<file path="config.mk">
export PLATFORM = sky130hd
export DESIGN_NAME = bsg_dmc_ui_mport_arbiter
export DESIGN_NICKNAME = d
export VERILOG_FILES = /design/src/rtl/bsg_dmc_ui_mport_arbiter.sv
export SDC_FILE = /design/constraint.sdc
export NUM_CORES = 1
export LEC_CHECK = 0
export BUFFER_PORTS_ARGS = -buffer_cell sky130_fd_sc_hd__buf_4
export CORE_AREA = 2 2 268 270
export DETAILED_ROUTE_END_ITERATION = 7
export DIE_AREA = 0 0 270 272
export GPL_TIMING_DRIVEN = 0
export SYNTH_ARGS = -nofsm -noshare
export SYNTH_HDL_FRONTEND = slang
export SYNTH_SLANG_ARGS = --single-unit
</file>
<file path="constraint.sdc">
create_clock -name ui_clk_i -period 3.8 [get_ports ui_clk_i]
set_clock_uncertainty 0.1 [all_clocks]
set_input_delay 0.38 -clock ui_clk_i [delete_from_list [all_inputs] [get_ports ui_clk_i]]
set_output_delay 0.38 -clock ui_clk_i [all_outputs]
set_load 0.02 [all_outputs]
</file>
<file path="src/rtl/bsg_dmc_ui_mport_arbiter.sv">
// N-port round-robin front end for the DMC UI.
// Commands are arbitrated round-robin. A granted write owns the write-data
// channel until its burst completes. Read data is steered back to the issuing
// port using an in-order FIFO of port IDs.
module bsg_dmc_ui_mport_arbiter #(
    parameter int num_ports_p     = 4,
    parameter int ui_addr_width_p = 28,
    parameter int ui_data_width_p = 64,
    parameter int ui_burst_len_p  = 2,
    parameter int rd_tag_els_p    = 8,
    localparam int mask_w_lp   = ui_data_width_p / 8,
    localparam int lg_ports_lp = (num_ports_p > 1) ? $clog2(num_ports_p) : 1,
    localparam int cnt_w_lp    = $clog2(rd_tag_els_p + 1),
    localparam int lg_els_lp   = (rd_tag_els_p > 1) ? $clog2(rd_tag_els_p) : 1,
    localparam int beat_w_lp   = (ui_burst_len_p > 1) ? $clog2(ui_burst_len_p) : 1
) (
    input  logic                                    ui_clk_i,
    input  logic                                    ui_reset_n_i,
    input  logic                                    test_mode_i,
    input  logic [num_ports_p*ui_addr_width_p-1:0]  p_app_addr_i,
    input  logic [num_ports_p*3-1:0]                p_app_cmd_i,
    input  logic [num_ports_p-1:0]                  p_app_en_i,
    output logic [num_ports_p-1:0]                  p_app_rdy_o,
    input  logic [num_ports_p-1:0]                  p_app_wdf_wren_i,
    input  logic [num_ports_p*ui_data_width_p-1:0]  p_app_wdf_data_i,
    input  logic [num_ports_p*mask_w_lp-1:0]        p_app_wdf_mask_i,
    input  logic [num_ports_p-1:0]                  p_app_wdf_end_i,
    output logic [num_ports_p-1:0]                  p_app_wdf_rdy_o,
    output logic [num_ports_p-1:0]                  p_app_rd_data_valid_o,
    output logic [ui_data_width_p-1:0]              p_app_rd_data_o,
    output logic [num_ports_p-1:0]                  p_app_rd_data_end_o,
    output logic [ui_addr_width_p-1:0]              app_addr_o,
    output logic [2:0]                              app_cmd_o,
    output logic                                    app_en_o,
    input  logic                                    app_rdy_i,
    output logic                                    app_wdf_wren_o,
    output logic [ui_data_width_p-1:0]              app_wdf_data_o,
    output logic [mask_w_lp-1:0]                    app_wdf_mask_o,
    output logic                                    app_wdf_end_o,
    input  logic                                    app_wdf_rdy_i,
    input  logic                                    app_rd_data_valid_i,
    input  logic [ui_data_width_p-1:0]              app_rd_data_i,
    input  logic                                    app_rd_data_end_i,
    output logic [cnt_w_lp-1:0]                     rd_outstanding_o,
    output logic                                    error_o
);

    typedef enum logic {E_CMD, E_WDATA} state_e;

    state_e                 r_state;
    logic [lg_ports_lp-1:0] r_ptr;
    logic [lg_ports_lp-1:0] r_owner;
    logic [beat_w_lp-1:0]   r_beat;
    logic [lg_ports_lp-1:0] r_fifo [rd_tag_els_p];
    logic [lg_els_lp-1:0]   r_wr_ptr;
    logic [lg_els_lp-1:0]   r_rd_ptr;
    logic [cnt_w_lp-1:0]    r_cnt;
    logic                   r_error;

    // Per-port views of the flat port buses.
    logic [num_ports_p-1:0][ui_addr_width_p-1:0] w_addr;
    logic [num_ports_p-1:0][2:0]                 w_cmd;
    logic [num_ports_p-1:0][ui_data_width_p-1:0] w_wdata;
    logic [num_ports_p-1:0][mask_w_lp-1:0]       w_wmask;
    assign w_addr  = p_app_addr_i;
    assign w_cmd   = p_app_cmd_i;
    assign w_wdata = p_app_wdf_data_i;
    assign w_wmask = p_app_wdf_mask_i;

    logic [num_ports_p-1:0] w_elig;
    logic                   w_gnt_v;
    logic [lg_ports_lp-1:0] w_gnt, w_j, w_ptr_nxt, w_head;
    logic [2:0]             w_gcmd;
    logic w_empty, w_full, w_pop, w_blk, w_en, w_cmd_hs, w_push;
    logic w_in_wr, w_own_wren, w_beat_hs, w_last, w_wr_err, w_rd_v, w_rd_orphan;

    // Test mode leaves only the trace-replay port (port 0) eligible.
    always_comb begin
        w_elig = p_app_en_i;
        if (test_mode_i) begin
            w_elig    = '0;
            w_elig[0] = p_app_en_i[0];
        end
    end

    // Round-robin search starting at the pointer; lowest offset wins.
    always_comb begin
        w_gnt_v = 1'b0;
        w_gnt   = '0;
        w_j     = '0;
        for (int k = num_ports_p - 1; k >= 0; k--) begin
            w_j = lg_ports_lp'((int'(r_ptr) + k) % num_ports_p);
            if (w_elig[w_j]) begin
                w_gnt_v = 1'b1;
                w_gnt   = w_j;
            end
        end
    end

    assign w_gcmd    = w_cmd[w_gnt];
    assign w_ptr_nxt = (w_gnt == lg_ports_lp'(num_ports_p - 1)) ? '0 : w_gnt + lg_ports_lp'(1);
    assign w_head    = r_fifo[r_rd_ptr];

    assign w_empty   = (r_cnt == '0);
    assign w_full    = (r_cnt == cnt_w_lp'(rd_tag_els_p));
    assign w_pop     = app_rd_data_valid_i & app_rd_data_end_i & ~w_empty;
    // A read cannot issue into a full tag FIFO unless a slot frees this cycle.
    assign w_blk     = (w_gcmd == 3'd1) & w_full & ~w_pop;
    assign w_en      = ui_reset_n_i & (r_state == E_CMD) & w_gnt_v & ~w_blk;
    assign w_cmd_hs  = w_en & app_rdy_i;
    assign w_push    = w_cmd_hs & (w_gcmd == 3'd1);

    assign w_in_wr    = ui_reset_n_i & (r_state == E_WDATA);
    assign w_own_wren = p_app_wdf_wren_i[r_owner];
    assign w_beat_hs  = w_in_wr & w_own_wren & app_wdf_rdy_i;
    assign w_last     = (r_beat == beat_w_lp'(ui_burst_len_p - 1));
    // wdf_end must coincide exactly with the counted last beat.
    assign w_wr_err   = w_beat_hs & (w_last ^ p_app_wdf_end_i[r_owner]);

    assign w_rd_v      = ui_reset_n_i & app_rd_data_valid_i & ~w_empty;
    assign w_rd_orphan = app_rd_data_valid_i & w_empty;

    // Command path: only the granted port sees its ready.
    always_comb begin
        p_app_rdy_o = '0;
        if (w_en) p_app_rdy_o[w_gnt] = app_rdy_i;
    end

    assign app_en_o   = w_en;
    assign app_addr_o = w_en ? w_addr[w_gnt] : '0;
    assign app_cmd_o  = w_en ? w_gcmd : 3'd0;

    // Write-data path: the burst owner is connected straight through.
    always_comb begin
        p_app_wdf_rdy_o = '0;
        if (w_in_wr) p_app_wdf_rdy_o[r_owner] = app_wdf_rdy_i;
    end

    assign app_wdf_wren_o = w_in_wr & w_own_wren;
    assign app_wdf_data_o = w_in_wr ? w_wdata[r_owner] : '0;
    assign app_wdf_mask_o = w_in_wr ? w_wmask[r_owner] : '0;
    assign app_wdf_end_o  = w_in_wr & p_app_wdf_end_i[r_owner];

    // Read return steered to the port at the FIFO head, zero latency.
    always_comb begin
        p_app_rd_data_valid_o = '0;
        p_app_rd_data_end_o   = '0;
        if (w_rd_v) begin
            p_app_rd_data_valid_o[w_head] = 1'b1;
            p_app_rd_data_end_o[w_head]   = app_rd_data_end_i;
        end
    end

    assign p_app_rd_data_o  = ui_reset_n_i ? app_rd_data_i : '0;
    assign rd_outstanding_o = ui_reset_n_i ? r_cnt : '0;
    assign error_o          = ui_reset_n_i & r_error;

    // Command/write-burst sequencing and round-robin pointer.
    always_ff @(posedge ui_clk_i) begin
        if (!ui_reset_n_i) begin
            r_state <= E_CMD;
            r_ptr   <= '0;
            r_owner <= '0;
            r_beat  <= '0;
        end else if (r_state == E_CMD) begin
            if (w_cmd_hs) begin
                r_ptr <= w_ptr_nxt;
                if (w_gcmd == 3'd0) begin
                    r_owner <= w_gnt;
                    r_beat  <= '0;
                    r_state <= E_WDATA;
                end
            end
        end else if (w_beat_hs) begin
            if (w_last) r_state <= E_CMD;
            else        r_beat  <= r_beat + beat_w_lp'(1);
        end
    end

    // Tag FIFO pointers, occupancy and the sticky protocol error.
    always_ff @(posedge ui_clk_i) begin
        if (!ui_reset_n_i) begin
            r_wr_ptr <= '0;
            r_rd_ptr <= '0;
            r_cnt    <= '0;
            r_error  <= 1'b0;
        end else begin
            if (w_push)
                r_wr_ptr <= (r_wr_ptr == lg_els_lp'(rd_tag_els_p - 1)) ? '0 : r_wr_ptr + lg_els_lp'(1);
            if (w_pop)
                r_rd_ptr <= (r_rd_ptr == lg_els_lp'(rd_tag_els_p - 1)) ? '0 : r_rd_ptr + lg_els_lp'(1);
            r_cnt <= r_cnt + cnt_w_lp'(w_push) - cnt_w_lp'(w_pop);
            if (w_wr_err | w_rd_orphan) r_error <= 1'b1;
        end
    end

    // Tag FIFO storage; contents are meaningless while empty, so no reset.
    always_ff @(posedge ui_clk_i) begin
        if (w_push) r_fifo[r_wr_ptr] <= w_gnt;
    end

endmodule

</file>
Word level (Yosys, flattened, before mapping) --
Memories as Yosys holds them, arrays and structs flattened. A register that Yosys moved wholly into a read port is not among the register bits. Index checks and enable logic that the tools add are counted.
Word-level totals: register bits 17, bits in writable memories 16, input port bits 495, output and inout bits 191, logic and storage cells 133, memories 1
Memories:
- r_fifo | words 8, width 2, read ports 1, clocked after memory_dff 1, write ports 1, RTL line 54 | logic [lg_ports_lp-1:0] r_fifo [rd_tag_els_p];
Cells by class: $add $sub $neg 9, $lt $le $gt $ge 10, equal/unequal tests 6, mux-type cells 62, bitwise operators 27, reductions and logical operators 10
Operators by type and width (count):
- two-way mux 64 bit | 3
- binary-select mux 64 bit (select 2 bit) | 1
- binary-select mux 28 bit (select 2 bit) | 1
- two-way mux 28 bit | 2
- two-way mux 1 bit | 25
- two-way mux 4 bit | 6
- less-than comparator 2 x 3 -> 1 bit, second input constant | 7
- bitwise AND 1 bit | 18
- two-way mux 3 bit | 6
- binary-select mux 8 bit (select 2 bit) | 1
- two-way mux 8 bit | 2
- bitwise AND 4 bit | 3
- binary-select mux 1 bit (select 2 bit) | 6
- two-way mux 2 bit | 5
- adder 3 x 1 -> 3 bit, second input constant | 2
- binary-select mux 3 bit (select 2 bit) | 1
- demux 1 bit (select 2 bit) | 3
- equality test 3 bit, second input constant | 2
- >= comparator 2 x 1 -> 1 bit, second input constant | 3
- AND reduction 3 bit | 2
- adder 2 x 1 -> 2 bit, second input constant | 2
- adder 2 bit, second input constant | 2
- adder 4 x 1 -> 4 bit | 1
- equality test 4 bit, second input constant | 1
- other kinds (13) | 19

Logic depth before layout (Yosys ltp) --
depth after elaboration 18, gate-level depth with buffers 15

Worst setup path after synthesis --
Ideal clock, no wire load.
path kind input to register, start in p_app_en_i[2], end reg r_cnt[2], setup time 0.115 ns, arrival time 3.003 ns, data required time 3.585 ns, path slack 0.582 ns, cell stages on the path 15, cells stage by stage nor2b_1 o211a_1 nor2_4 clkinv_4 o311a_4 a311oi_4 nand3_2 buf_6 ha_1 inv_1 ha_1 inv_1 fa_1 xnor2_1 and2_1
On the way: word-level cells in the longest chain between the ends 18, elaborated cells between the ends (all ways) 29
Ends and longest elaborated chain:
- start: declaration | RTL line 22 | input logic [num_ports_p-1:0] p_app_en_i,
- two-way mux 4 bit * | RTL line 80 | if (test_mode_i) begin
- binary-select mux 1 bit (select 2 bit) | RTL line 93 | if (w_elig[w_j]) begin
- two-way mux 1 bit (implied by the code) | RTL line 93
- two-way mux 2 bit (4 in series) | RTL line 93
- binary-select mux 3 bit (select 2 bit) | RTL line 100 | assign w_gcmd = w_cmd[w_gnt];
- two-way mux 3 bit (implied by the code) | RTL line 100
- equality test 3 x 1 -> 1 bit | RTL line 108, 111
- bitwise AND 1 bit (2 in series) | RTL line 108 | assign w_blk = (w_gcmd == 3'd1) & w_full & ~w_pop;
- inverter 1 bit | RTL line 109 | assign w_en = ui_reset_n_i & (r_state == E_CMD) & w_gnt_v & ~w_blk;
- bitwise AND 1 bit | RTL line 109
- bitwise AND 1 bit | RTL line 110 | assign w_cmd_hs = w_en & app_rdy_i;
- bitwise AND 1 bit * | RTL line 111 | assign w_push = w_cmd_hs & (w_gcmd == 3'd1);
- adder 4 x 1 -> 4 bit * | RTL line 192 | r_cnt <= r_cnt + cnt_w_lp'(w_push) - cnt_w_lp'(w_pop);
- subtractor 4 x 1 -> 4 bit * | RTL line 192
- end signal: assignment | RTL line 192
- end: declaration | RTL line 57 | logic [cnt_w_lp-1:0] r_cnt;
Mark *: on every way between the ends. The rest lies on a longest branch, timed or not. The select of a mux whose other input is x is not followed. A chain may end at the register's enable or synchronous reset.

Final worst setup path --
start reg r_ptr[1], end out app_addr_o[9]
On the way: word-level cells in the longest chain between the ends 15, elaborated cells between the ends (all ways) 30
Ends and longest elaborated chain:
- start: declaration | RTL line 51 | logic [lg_ports_lp-1:0] r_ptr;
- start signal: assignment | RTL line 167 | r_ptr <= w_ptr_nxt;
- adder 2 bit | RTL line 92 | w_j = lg_ports_lp'((int'(r_ptr) + k) % num_ports_p);
- binary-select mux 1 bit (select 2 bit) | RTL line 93
- two-way mux 1 bit (implied by the code) | RTL line 93
- two-way mux 2 bit (4 in series) | RTL line 93
- binary-select mux 3 bit (select 2 bit) | RTL line 100
- two-way mux 3 bit (implied by the code) | RTL line 100
- equality test 3 x 1 -> 1 bit | RTL line 108
- bitwise AND 1 bit (2 in series) | RTL line 108
- inverter 1 bit | RTL line 109
- bitwise AND 1 bit | RTL line 109
- two-way mux 28 bit * | RTL line 130 | assign app_addr_o = w_en ? w_addr[w_gnt] : '0;
- end: declaration | RTL line 32 | output logic [ui_addr_width_p-1:0] app_addr_o,
Marked as above.

==> metrics.log <==
INFO  metric global_route.overflow_total = 0
INFO  metric worst_slew_pin_slew = roughly 0.97 ns
INFO  metric postLayoutCellArea = approximately 12,000 um2
INFO  metric post_synth.cell_area_avg = 9.53 um2
INFO  metric synth_seq_area_share = 0.149
INFO  metric remaining_drc_errors = 0
INFO  metric cts_root_buffer = sky130_fd_sc_hd__clkbuf_16
INFO  metric clk_path_buf_depth = 2
INFO  metric cts_inserted_buffers = 5
INFO  metric via_count_of_the_first_global_routing_pass = between 8,000 and 9,000
INFO  metric fp.coreArea = about 71,000 um2
INFO  metric r2r_end = r_cnt[2]
INFO  metric maxCapViolations = 0
INFO  metric max_freq = about 0.28 GHz
INFO  metric unrepaired_setup_endpoints_after_global_routing = false
INFO  metric grt_usage = 0.128
INFO  metric synthesis.yosys.warnings = 0
INFO  metric post_synth_inst_count = around 620
INFO  metric worstSetupStartpointType = register
INFO  metric synth_area = between 5000 and 6000 um2
INFO  metric fin_cells = around 2,300
INFO  metric detail_route.iter0.violations = 337
INFO  metric final_nets = 1,824
INFO  metric layout-area-overhead-vs-synth = 110%
INFO  metric ys.flop_type = sky130_fd_sc_hd__dfxtp_1
INFO  metric filler_cell_count = 8,007
INFO  metric ys_ff_latch = 36
INFO  metric placedCellCount = around 2,300
INFO  metric wl = between 40,000 and 50,000 um
INFO  metric timing_hold_violations_final = 0
INFO  metric ant_nets = 0
INFO  metric mappedNetlistNets = ~1,100
INFO  metric routed_via_density = between 3 and 4
INFO  metric worstHoldStart = app_rd_data_valid_i
INFO  metric critical_path_maximum_fanout = 10
INFO  metric power-per-cell-area = 184 nW/um2
INFO  metric clock_latency = ~0.28 ns
INFO  metric timing.reg2reg.worst_path_depth = 15
INFO  metric fraction_of_final_layout_cells_with_drive_strength_greater_than_1 = 0.615
INFO  metric io_pins = about 700
INFO  metric synth-edff-count = 16
INFO  metric fraction_of_registers_with_async_set_or_reset_after_synthesis = 0
INFO  metric critical_path_required = approximately 3.3 ns
INFO  metric worstHoldPathType = input port to register
INFO  metric run_status = completed
INFO  metric die_w = between 200 and 300 um
INFO  metric drtPass1Iterations = 6
INFO  metric largest_net_degree_at_the_start_of_global_routing = 20
INFO  metric place_ws = -0.359 ns
INFO  metric worst_slack = roughly 0.25 ns
INFO  metric worst_ir_drop_vdd = ~0.16 mV
INFO  metric power.static_leakage = ~6 nW
INFO  metric fin_crit = 3.55 ns
INFO  metric crit_arrival = between 3 and 4 ns
INFO  metric post_cts_hold_buffer_count = 0
INFO  metric area_after_detailed_placement = 12,200 um2
INFO  metric grt_first_pass_wirelength = about 65,000 um
INFO  metric end_kind = primary output
INFO  metric timing.slew.headroom = 0.350
INFO  metric reg2reg_from = r_ptr[0]
INFO  metric clkTransAtPathRegs = 0.05 ns
INFO  metric detailed_place_hpwl = about 45,000 um
INFO  metric synth_cell_type_count = 50
INFO  metric place.port_buffers = 684
INFO  metric initial_core_util = 0.0836
INFO  metric die-area = 73,400 um2
INFO  metric timing.final.crit_share = 0.935
INFO  metric timing.hold.worst_path_depth = 4
INFO  metric reg2reg_slack = ~0.26 ns
INFO  metric cts_max_level = 2
INFO  metric routed-via-count = roughly 7,900
INFO  metric category_of_the_critical_setup_timing_path = register to primary output
INFO  metric finalSetupViolCount = 0
INFO  metric drv_slew = 0
INFO  metric hold_path_end = r_error
INFO  metric cts_tree = done
INFO  metric placementRows = 98
INFO  metric route.detailed.wl_per_inst = 22.0 um
INFO  metric tritoncts_num_sinks = 36
INFO  metric die_h = between 200 and 300 um
INFO  metric gpl.final_weighted_congestion = a little under 1
INFO  metric grt_antenna_before_repair = 27
flip-flops by register name, summed over array words and instances (netlist names), named ones only:
| name | count |
|---|---|
| r_fifo | 16 |
| r_error | 1 |
| r_beat | 1 |
| r_rd_ptr | 3 |
| r_cnt | 4 |
| r_ptr | 2 |
| r_owner | 2 |
| r_wr_ptr | 3 |
| r_state | 1 |
power by group:
group,leakage (nW),switching (mW),internal (mW)
Combinational,5.62,0.665,0.751
Clock,0.0767,0.151,0.258
Sequential,0.310,0.0357,0.435
Total,6.01,0.851,1.44
how the worst max path moves through the flow:
stage,start,end,cells after the start
3_3_place_gp,r_owner[1],app_wdf_mask_o[6],6
6_report,r_ptr[1],app_addr_o[9],9
4_1_cts,r_ptr[0],app_cmd_o[1],8
5_1_grt,r_ptr[0],r_cnt[2],15
2_1_floorplan,p_app_en_i[2],r_cnt[2],15
3_5_place_dp,r_owner[1],app_wdf_mask_o[6],6
cell type report:
| cell class | count | area [um2] | share of cell area |
|---|---|---|---|
| buffer | 52 | 240 | 0.0193 |
| multi-input combinational | 516 | 4740 | 0.381 |
| sequential | 36 | 882 | 0.0709 |
| timing repair buffer | 688 | 5160 | 0.415 |
| clock inverter | 2 | 10.0 | 0.000804 |
| antenna | 10 | 25.0 | 0.00201 |
| clock buffer | 6 | 139 | 0.0112 |
| inverter | 15 | 61.3 | 0.00493 |
| tap | 950 | 1190 | 0.0955 |
stage by stage:
step	util	setup TNS [ns]	power, mW	hold slack [ns]
4_1_cts	0.175	0	2.32	0.380
6_report	0.176	0	2.30	0.389
3_5_place_dp	0.173	-3.44	1.90	0.382
3_3_place_gp	0.173	-3.07	1.89	0.379
5_1_grt	0.176	0	2.44	0.436
2_1_floorplan	-	0	1.10	0.362
placed cells by master, fill, tap and decap left out, drive strengths merged, types with 3 or more instances in the layout:
cell,count
inv,14
mux4,78
nor3,7
nor2,17
ha,14
and3,35
o21ai,7
clkbuf,38
nor4b,4
nor2b,6
mux2i,71
nand2,82
clkinv,3
edfxtp,16
dfxtp,20
buf,707
diode,10
and2,152
nand3,9
a21oi,5
cells by family after synthesis:
| family | Yosys count | share of synthesized area |
|---|---|---|
| AO/OA/AOI/OAI | 25 | 0.0387 |
| XOR/XNOR | 3 | 0.00444 |
| adder cells (fa/ha/maj) | 15 | 0.0330 |
| buffers and inverters | 69 | 0.0503 |
| flip-flops | 36 | 0.149 |
| multiplexers | 151 | 0.421 |
| AND/OR/NAND/NOR | 322 | 0.304 |
per-layer routing:
metal,track usage,routed length [um]
met4,0.0392,1690
met2,0.206,22900
met1,0.167,21600
met3,0.0322,3730
met5,0,110
worst max-delay path, stage by stage (launching register included):
cell	delay (ns)
sky130_fd_sc_hd__dfxtp_1	0.45
sky130_fd_sc_hd__nand2b_1	0.21
sky130_fd_sc_hd__a21oi_1	0.10
sky130_fd_sc_hd__a32oi_2	0.31
sky130_fd_sc_hd__buf_2	0.34
sky130_fd_sc_hd__buf_2	0.41
sky130_fd_sc_hd__mux2i_1	0.47
sky130_fd_sc_hd__nand2_1	0.09
sky130_fd_sc_hd__and3_1	0.22
sky130_fd_sc_hd__buf_4	0.17
timing repair:
item                                    in CTS  in global routing
buffers inserted                             0                  4
resized for setup                            4                  4
endpoints found under the setup margin      51                 25
pin swaps                                    0                  4
Yosys cell counts, types with 2 or more instances:
library cell | number | area [um2]
sky130_fd_sc_hd__mux2i_1 | 71 | 711
sky130_fd_sc_hd__nand3_1 | 8 | 40.0
sky130_fd_sc_hd__and2_0 | 2 | 12.5
sky130_fd_sc_hd__buf_2 | 12 | 60.1
sky130_fd_sc_hd__nor4b_2 | 2 | 30.0
sky130_fd_sc_hd__and3_1 | 35 | 219
sky130_fd_sc_hd__inv_1 | 13 | 48.8
sky130_fd_sc_hd__nor2_1 | 16 | 60.1
sky130_fd_sc_hd__and2_1 | 150 | 938
sky130_fd_sc_hd__mux4_2 | 78 | 1760
sky130_fd_sc_hd__nor3b_1 | 2 | 15.0
sky130_fd_sc_hd__clkbuf_1 | 34 | 128
sky130_fd_sc_hd__o211a_1 | 2 | 20.0
sky130_fd_sc_hd__nand2b_1 | 2 | 12.5
sky130_fd_sc_hd__o21ai_0 | 6 | 30.0
sky130_fd_sc_hd__dfxtp_1 | 20 | 400
sky130_fd_sc_hd__mux2_2 | 2 | 22.5
sky130_fd_sc_hd__nor4b_1 | 2 | 17.5
sky130_fd_sc_hd__buf_1 | 5 | 18.8
sky130_fd_sc_hd__ha_1 | 14 | 175
sky130_fd_sc_hd__xnor2_1 | 2 | 17.5
sky130_fd_sc_hd__buf_6 | 2 | 22.5
sky130_fd_sc_hd__a31oi_1 | 2 | 12.5
sky130_fd_sc_hd__a21oi_1 | 5 | 25.0
sky130_fd_sc_hd__nor2b_1 | 6 | 37.5
sky130_fd_sc_hd__edfxtp_1 | 16 | 480
sky130_fd_sc_hd__nand2_1 | 82 | 308
sky130_fd_sc_hd__o21bai_1 | 2 | 15.0
sky130_fd_sc_hd__nor3_1 | 7 | 35.0
No activity file was read; power rests on OpenSTA's default activity.
